## src/rtl/blink_pattern_seq.sv

```systemverilog
// LED pattern sequencer: steps chase/bounce/fill/blink-all frames on each blink tick
// for a commanded number of sweeps (0 = run until abort).
module blink_pattern_seq #(
  parameter int unsigned NLED  = 8,
  parameter int unsigned RBITS = 8
) (
  input  logic             clk,
  input  logic             rst,
  input  logic             tick,
  input  logic             cmd_valid,
  output logic             cmd_ready,
  input  logic [1:0]       cmd_pattern,
  input  logic [RBITS-1:0] cmd_reps,
  input  logic             abort,
  output logic [NLED-1:0]  leds,
  output logic             busy,
  output logic             done
);

  localparam int unsigned SBITS = $clog2(2 * NLED);
  localparam int unsigned TW    = NLED + 1;

  localparam logic [1:0] PAT_CHASE  = 2'd0;
  localparam logic [1:0] PAT_BOUNCE = 2'd1;
  localparam logic [1:0] PAT_FILL   = 2'd2;
  localparam logic [1:0] PAT_BLINK  = 2'd3;

  typedef enum logic [1:0] {
    S_IDLE,
    S_ARM,
    S_RUN,
    S_DONE
  } state_t;

  state_t           state_q, state_d;
  logic [1:0]       pat_q, pat_d;
  logic [RBITS-1:0] reps_q, reps_d;
  logic [RBITS-1:0] sweep_q, sweep_d, sweep_inc;
  logic [SBITS-1:0] step_q, step_d;
  logic [NLED-1:0]  leds_d;
  logic             busy_d, done_d;

  // Last step index of one sweep for each pattern.
  function automatic logic [SBITS-1:0] last_step(input logic [1:0] pat);
    logic [SBITS-1:0] p;
    p = SBITS'(1);
    case (pat)
      PAT_CHASE:  p = SBITS'(NLED - 1);
      PAT_BOUNCE: p = SBITS'(2 * NLED - 3);
      PAT_FILL:   p = SBITS'(NLED);
      default:    p = SBITS'(1);
    endcase
    return p;
  endfunction

  // Frame shown at a given step position within a sweep.
  function automatic logic [NLED-1:0] frame_of(input logic [1:0] pat,
                                               input logic [SBITS-1:0] pos);
    logic [NLED-1:0] f;
    logic [TW-1:0]   therm;
    f     = '0;
    therm = (TW'(1) << pos) - TW'(1);
    case (pat)
      PAT_CHASE: f = NLED'(1) << pos;
      PAT_BOUNCE: begin
        if (pos < SBITS'(NLED)) f = NLED'(1) << pos;
        else                    f = NLED'(1) << (SBITS'(2 * NLED - 2) - pos);
      end
      PAT_FILL:  f = therm[NLED-1:0];
      default:   f = pos[0] ? '0 : '1;
    endcase
    return f;
  endfunction

  assign cmd_ready = (state_q == S_IDLE);

  always_ff @(posedge clk) begin
    if (rst) begin
      state_q <= S_IDLE;
      pat_q   <= '0;
      reps_q  <= '0;
      sweep_q <= '0;
      step_q  <= '0;
      leds    <= '0;
      busy    <= 1'b0;
      done    <= 1'b0;
    end else begin
      state_q <= state_d;
      pat_q   <= pat_d;
      reps_q  <= reps_d;
      sweep_q <= sweep_d;
      step_q  <= step_d;
      leds    <= leds_d;
      busy    <= busy_d;
      done    <= done_d;
    end
  end

  always_comb begin
    state_d   = state_q;
    pat_d     = pat_q;
    reps_d    = reps_q;
    sweep_d   = sweep_q;
    step_d    = step_q;
    leds_d    = leds;
    busy_d    = busy;
    done_d    = 1'b0;
    sweep_inc = sweep_q + RBITS'(1);

    case (state_q)
      S_IDLE: begin
        leds_d = '0;
        busy_d = 1'b0;
        if (cmd_valid) begin
          pat_d   = cmd_pattern;
          reps_d  = cmd_reps;
          sweep_d = '0;
          step_d  = '0;
          state_d = S_ARM;
          busy_d  = 1'b1;
          leds_d  = frame_of(cmd_pattern, '0);
        end
      end
      S_ARM: begin
        if (abort) begin
          state_d = S_DONE;
          done_d  = 1'b1;
          busy_d  = 1'b0;
          leds_d  = '0;
        end else if (tick) begin
          state_d = S_RUN;
        end
      end
      S_RUN: begin
        if (abort) begin
          state_d = S_DONE;
          done_d  = 1'b1;
          busy_d  = 1'b0;
          leds_d  = '0;
        end else if (tick) begin
          if (step_q == last_step(pat_q)) begin
            // End of sweep: either finish or restart from the first frame.
            if (reps_q != '0 && sweep_inc == reps_q) begin
              state_d = S_DONE;
              done_d  = 1'b1;
              busy_d  = 1'b0;
              leds_d  = '0;
            end else begin
              sweep_d = sweep_inc;
              step_d  = '0;
              leds_d  = frame_of(pat_q, '0);
            end
          end else begin
            step_d = step_q + SBITS'(1);
            leds_d = frame_of(pat_q, step_q + SBITS'(1));
          end
        end
      end
      default: begin
        state_d = S_IDLE;
        busy_d  = 1'b0;
        leds_d  = '0;
      end
    endcase
  end

endmodule
```

## config.mk

```make
export PLATFORM = sky130hd
export DESIGN_NAME = blink_pattern_seq
export DESIGN_NICKNAME = d
export VERILOG_FILES = /design/src/rtl/blink_pattern_seq.sv
export SDC_FILE = /design/constraint.sdc
export NUM_CORES = 1
export LEC_CHECK = 0
export BUFFER_PORTS_ARGS = -buffer_cell sky130_fd_sc_hd__buf_4
export CORE_MARGIN = 2
export CORE_UTILIZATION = 55
export DETAILED_ROUTE_END_ITERATION = 6
export PLACE_DENSITY_LB_ADDON = 0.1
export SLEW_MARGIN = 20
export SYNTH_ARGS = -nofsm -noshare
export SYNTH_HDL_FRONTEND = slang
export SYNTH_SLANG_ARGS = --single-unit
export TNS_END_PERCENT = 20
```

## constraint.sdc

```tcl
create_clock -name clk -period 6.45 [get_ports clk]
set_input_delay 0.645 -clock clk [delete_from_list [all_inputs] [get_ports clk]]
set_output_delay 0.645 -clock clk [all_outputs]
set_load 0.05 [all_outputs]
```

==> load_flow_metrics.sql <==
INSERT INTO impl_metrics (metric_group, metric, value, unit) VALUES
('worst_setup_path', 'worstReg2RegEnd', 'sweep_q[6]', ''),
('worst_setup_path', 'timing.critical_path.to', 'sweep_q[6]', ''),
('worst_setup_path', 'critical_path_buf_inv_count', '1', ''),
('placement', 'dpl-instance-area', '2803', 'um^2'),
('timing', 'rsz0062_at_grt', 'false', ''),
('logic_synthesis', 'post-synth-top-area-fraction', '0.2588', ''),
('logic_synthesis', 'synth_top_family_by_area', 'simple AND/OR/NAND/NOR gates', ''),
('worst_setup_path', 'slowest_stage_delay_on_critical_path', '0.71', 'ns'),
('logic_synthesis', 'yosysTopAreaCell', 'sky130_fd_sc_hd__dfxtp_1', ''),
('clocking', 'cts.root.buffer_cell', 'sky130_fd_sc_hd__clkbuf_8', ''),
('global_route', 'grt_use_total', '0.2602', ''),
('global_route', 'antenna_found_initial', '0', ''),
('flow_run', 'max_cap_violations', '0', ''),
('clocking', 'holdBufCountCts', '0', ''),
('logic_synthesis', 'post_synth_main_area_contributors', 'sky130_fd_sc_hd__dfxtp_1 26%, sky130_fd_sc_hd__ha_1 8.1%, sky130_fd_sc_hd__nand2_1 5.9%', ''),
('worst_setup_path', 'critical_path_required_time', '6.64', 'ns'),
('logic_synthesis', 'yosysUniqueCellTypes', '72', ''),
('clocking', 'tritoncts_num_sinks', '34', ''),
('clocking', 'cts_made_buffers', '5', ''),
('floorplanning', 'initial_utilization', '0.5643', ''),
('worst_setup_path', 'cp_cell_instances', 'inv_1, ha_1, xnor2_1, nor4_4, nand2_1, a21oi_1, a21oi_1, a31o_2', ''),
('logic_synthesis', 'yosys_warnings', '0', ''),
('floorplanning', 'die_y', '73.15', 'um'),
('timing', 'finalHoldViolCount', '0', ''),
('placement', 'gpl.final_weighted_congestion', '0.9144', ''),
('timing', 'timing.max_slew.rel_slack', '0.4318', ''),
('logic_synthesis', 'synthXorXnorAreaFrac', '0.04995', ''),
('drt', 'route.final.wire_length', '6466', 'um'),
('global_route', 'global_route.overflow_total', '0', ''),
('drt', 'num_vias', '2491', ''),
('layout', 'final_core_utilization', '0.6309', ''),
('floorplanning', 'core_area', '4661', 'um^2'),
('worst_setup_path', 'critical-path-top-cell-by-count', 'sky130_fd_sc_hd__a21oi_1', ''),
('timing', 'final.min_clock_period', '3.114', 'ns'),
('power_and_ir_drop', 'power_density', '303.6', 'nW/um^2'),
('timing', 'worst-slew-pin-transition', '0.8523', 'ns'),
('global_route', 'grt_first_pass_wirelength', '10830', 'um'),
('worst_setup_path', 'crit_start', 'pat_q[0]', ''),
('drt', 'initialDrtViolationCount', '314', ''),
('timing', 'finalClockSkew', '0.01061', 'ns'),
('floorplanning', 'floorplan.io_pins', '26', ''),
('logic_synthesis', 'synth_area_per_cell', '7.922', 'um^2'),
('global_route', 'number_of_global_route_vias_before_repair', '2187', ''),
('power_and_ir_drop', 'power_leakage', '1.152', 'nW'),
('global_route', 'maximum_number_of_pins_on_one_net_before_global_route_repair', '23', ''),
('drt', 'drt.antenna.violating_nets', '0', ''),
('logic_synthesis', 'syn-instance-count', '332', ''),
('logic_synthesis', 'most_numerous_cell_in_the_yosys_netlist', 'sky130_fd_sc_hd__nand2_1', ''),
('clocking', 'cts_tree', 'yes', ''),
('logic_synthesis', 'synth_top_cells_by_count', '41 x sky130_fd_sc_hd__nand2_1, 34 x sky130_fd_sc_hd__dfxtp_1, 30 x sky130_fd_sc_hd__a21oi_1', ''),
('drt', 'drtPass1Iterations', '5', ''),
('power_and_ir_drop', 'vdd_ir_drop_max', '0.4169', 'mV'),
('timing', 'fmax', '321.1', 'MHz'),
('logic_synthesis', 'synthMuxAreaShare', '0.01142', ''),
('floorplanning', 'dieWidth', '73.15', 'um'),
('layout', 'area_growth_syn_to_layout', '11.80', '%'),
('logic_synthesis', 'synth-adder-area-share', '0.08516', ''),
('worst_setup_path', 'crit_slowest_cell', 'sky130_fd_sc_hd__nor4_4', ''),
('worst_setup_path', 'critical_path_peak_fanout', '15', ''),
('layout', 'antenna_cells', '0', ''),
('worst_setup_path', 'timing.critical_path.depth', '8', ''),
('logic_synthesis', 'ys_dominant_reg_cell', 'sky130_fd_sc_hd__dfxtp_1', ''),
('timing', 'period_share', '0.4828', ''),
('worst_setup_path', 'path_class', 'reg2reg', ''),
('layout', 'num-nets-final', '379', ''),
('status', 'outcome', 'finished clean', ''),
('worst_setup_path', 'cp_top_family', 'compound AO/OA/AOI/OAI gates', ''),
('timing', 'setup_tns', '0', 'ns'),
('floorplanning', 'placement_rows', '25', ''),
('logic_synthesis', 'synth_edf_count', '0', ''),
('drt', 'viasPerCell', '6.197', '');
==> stage by stage <==
stage	cells	power, mW	setup WS [ns]
2_1_floorplan	332	0.5660	3.994
5_1_grt	402	0.9464	3.027
6_report	402	0.8928	3.336
3_5_place_dp	394	0.6505	3.421
3_3_place_gp	394	0.6466	3.547
4_1_cts	402	0.8895	3.417
==> registers in the layout (all words and copies together), names as in the netlist <==
signal,flops
state_q,2
sweep_q,8
leds,8
busy,1
pat_q,2
step_q,4
reps_q,8
done,1
==> worst min-delay path, stage by stage, from the launching register on <==
cell	delay, ns
sky130_fd_sc_hd__dfxtp_1	0.31
sky130_fd_sc_hd__nor2_1	0.09
sky130_fd_sc_hd__nor3_1	0.05
==> layout make-up <==
| class | instances | area (um^2) |
|---|---|---|
| clock buffer | 5 | 68.82 |
| clock inverter | 3 | 68.82 |
| fill | 404 | 1720 |
| inverter | 11 | 41.29 |
| multi-input combinational | 270 | 1826 |
| sequential | 34 | 680.7 |
| tap | 54 | 67.56 |
| timing repair buffer | 25 | 187.7 |
==> how the worst min path moves through the flow <==
stage,slack (ns),endpoint,depth (start not counted),start
global placement,0.46,reps_q[0],2,reps_q[0]
CTS,0.49,reps_q[0],2,reps_q[0]
detailed placement,0.47,reps_q[0],2,reps_q[0]
finish,0.49,leds[6],2,leds[6]
global route,0.52,reps_q[1],2,reps_q[1]
floorplan,0.45,reps_q[0],2,reps_q[0]
==> logic make-up (layout without fill, tap and decap cells) <==
group | after synthesis | count (layout)
and+or+nand+nor | 132 | 132
muxes | 3 | 3
buffers and inverters | 28 | 44
AOI/OAI and AO/OA | 102 | 102
adders and majority gates | 18 | 18
DFF | 34 | 34
xor gates and xnor gates | 15 | 15
==> cell usage in the layout, fill, tap and decap left out, types with 7 or more instances in the layout <==
cell	Yosys	final
sky130_fd_sc_hd__nand2_1	41	41
sky130_fd_sc_hd__dfxtp_1	34	34
sky130_fd_sc_hd__a21oi_1	30	30
sky130_fd_sc_hd__buf_4	0	25
sky130_fd_sc_hd__nor2_1	24	24
sky130_fd_sc_hd__ha_1	17	17
sky130_fd_sc_hd__o21ai_0	14	14
sky130_fd_sc_hd__inv_1	10	10
sky130_fd_sc_hd__xnor2_1	8	8
sky130_fd_sc_hd__nand3_1	8	8
sky130_fd_sc_hd__nor3_1	7	7
sky130_fd_sc_hd__xor2_1	7	7
==> layer usage <==
layer,vias to the layer above,track usage,wire (um)
met5,-,0,0
met4,0,0.08025,76
met3,7,0.05110,450
met2,94,0.3544,2683
met1,1147,0.4039,3256
li1,1243,-,-
==> power breakdown <==
part,switching [mW],leakage (nW),internal (mW)
clock network,0.0839,0.0683,0.155
logic,0.251,0.807,0.133
registers,0.0301,0.276,0.239
total,0.365,1.15,0.527
(Power assumes the default switching activity.)
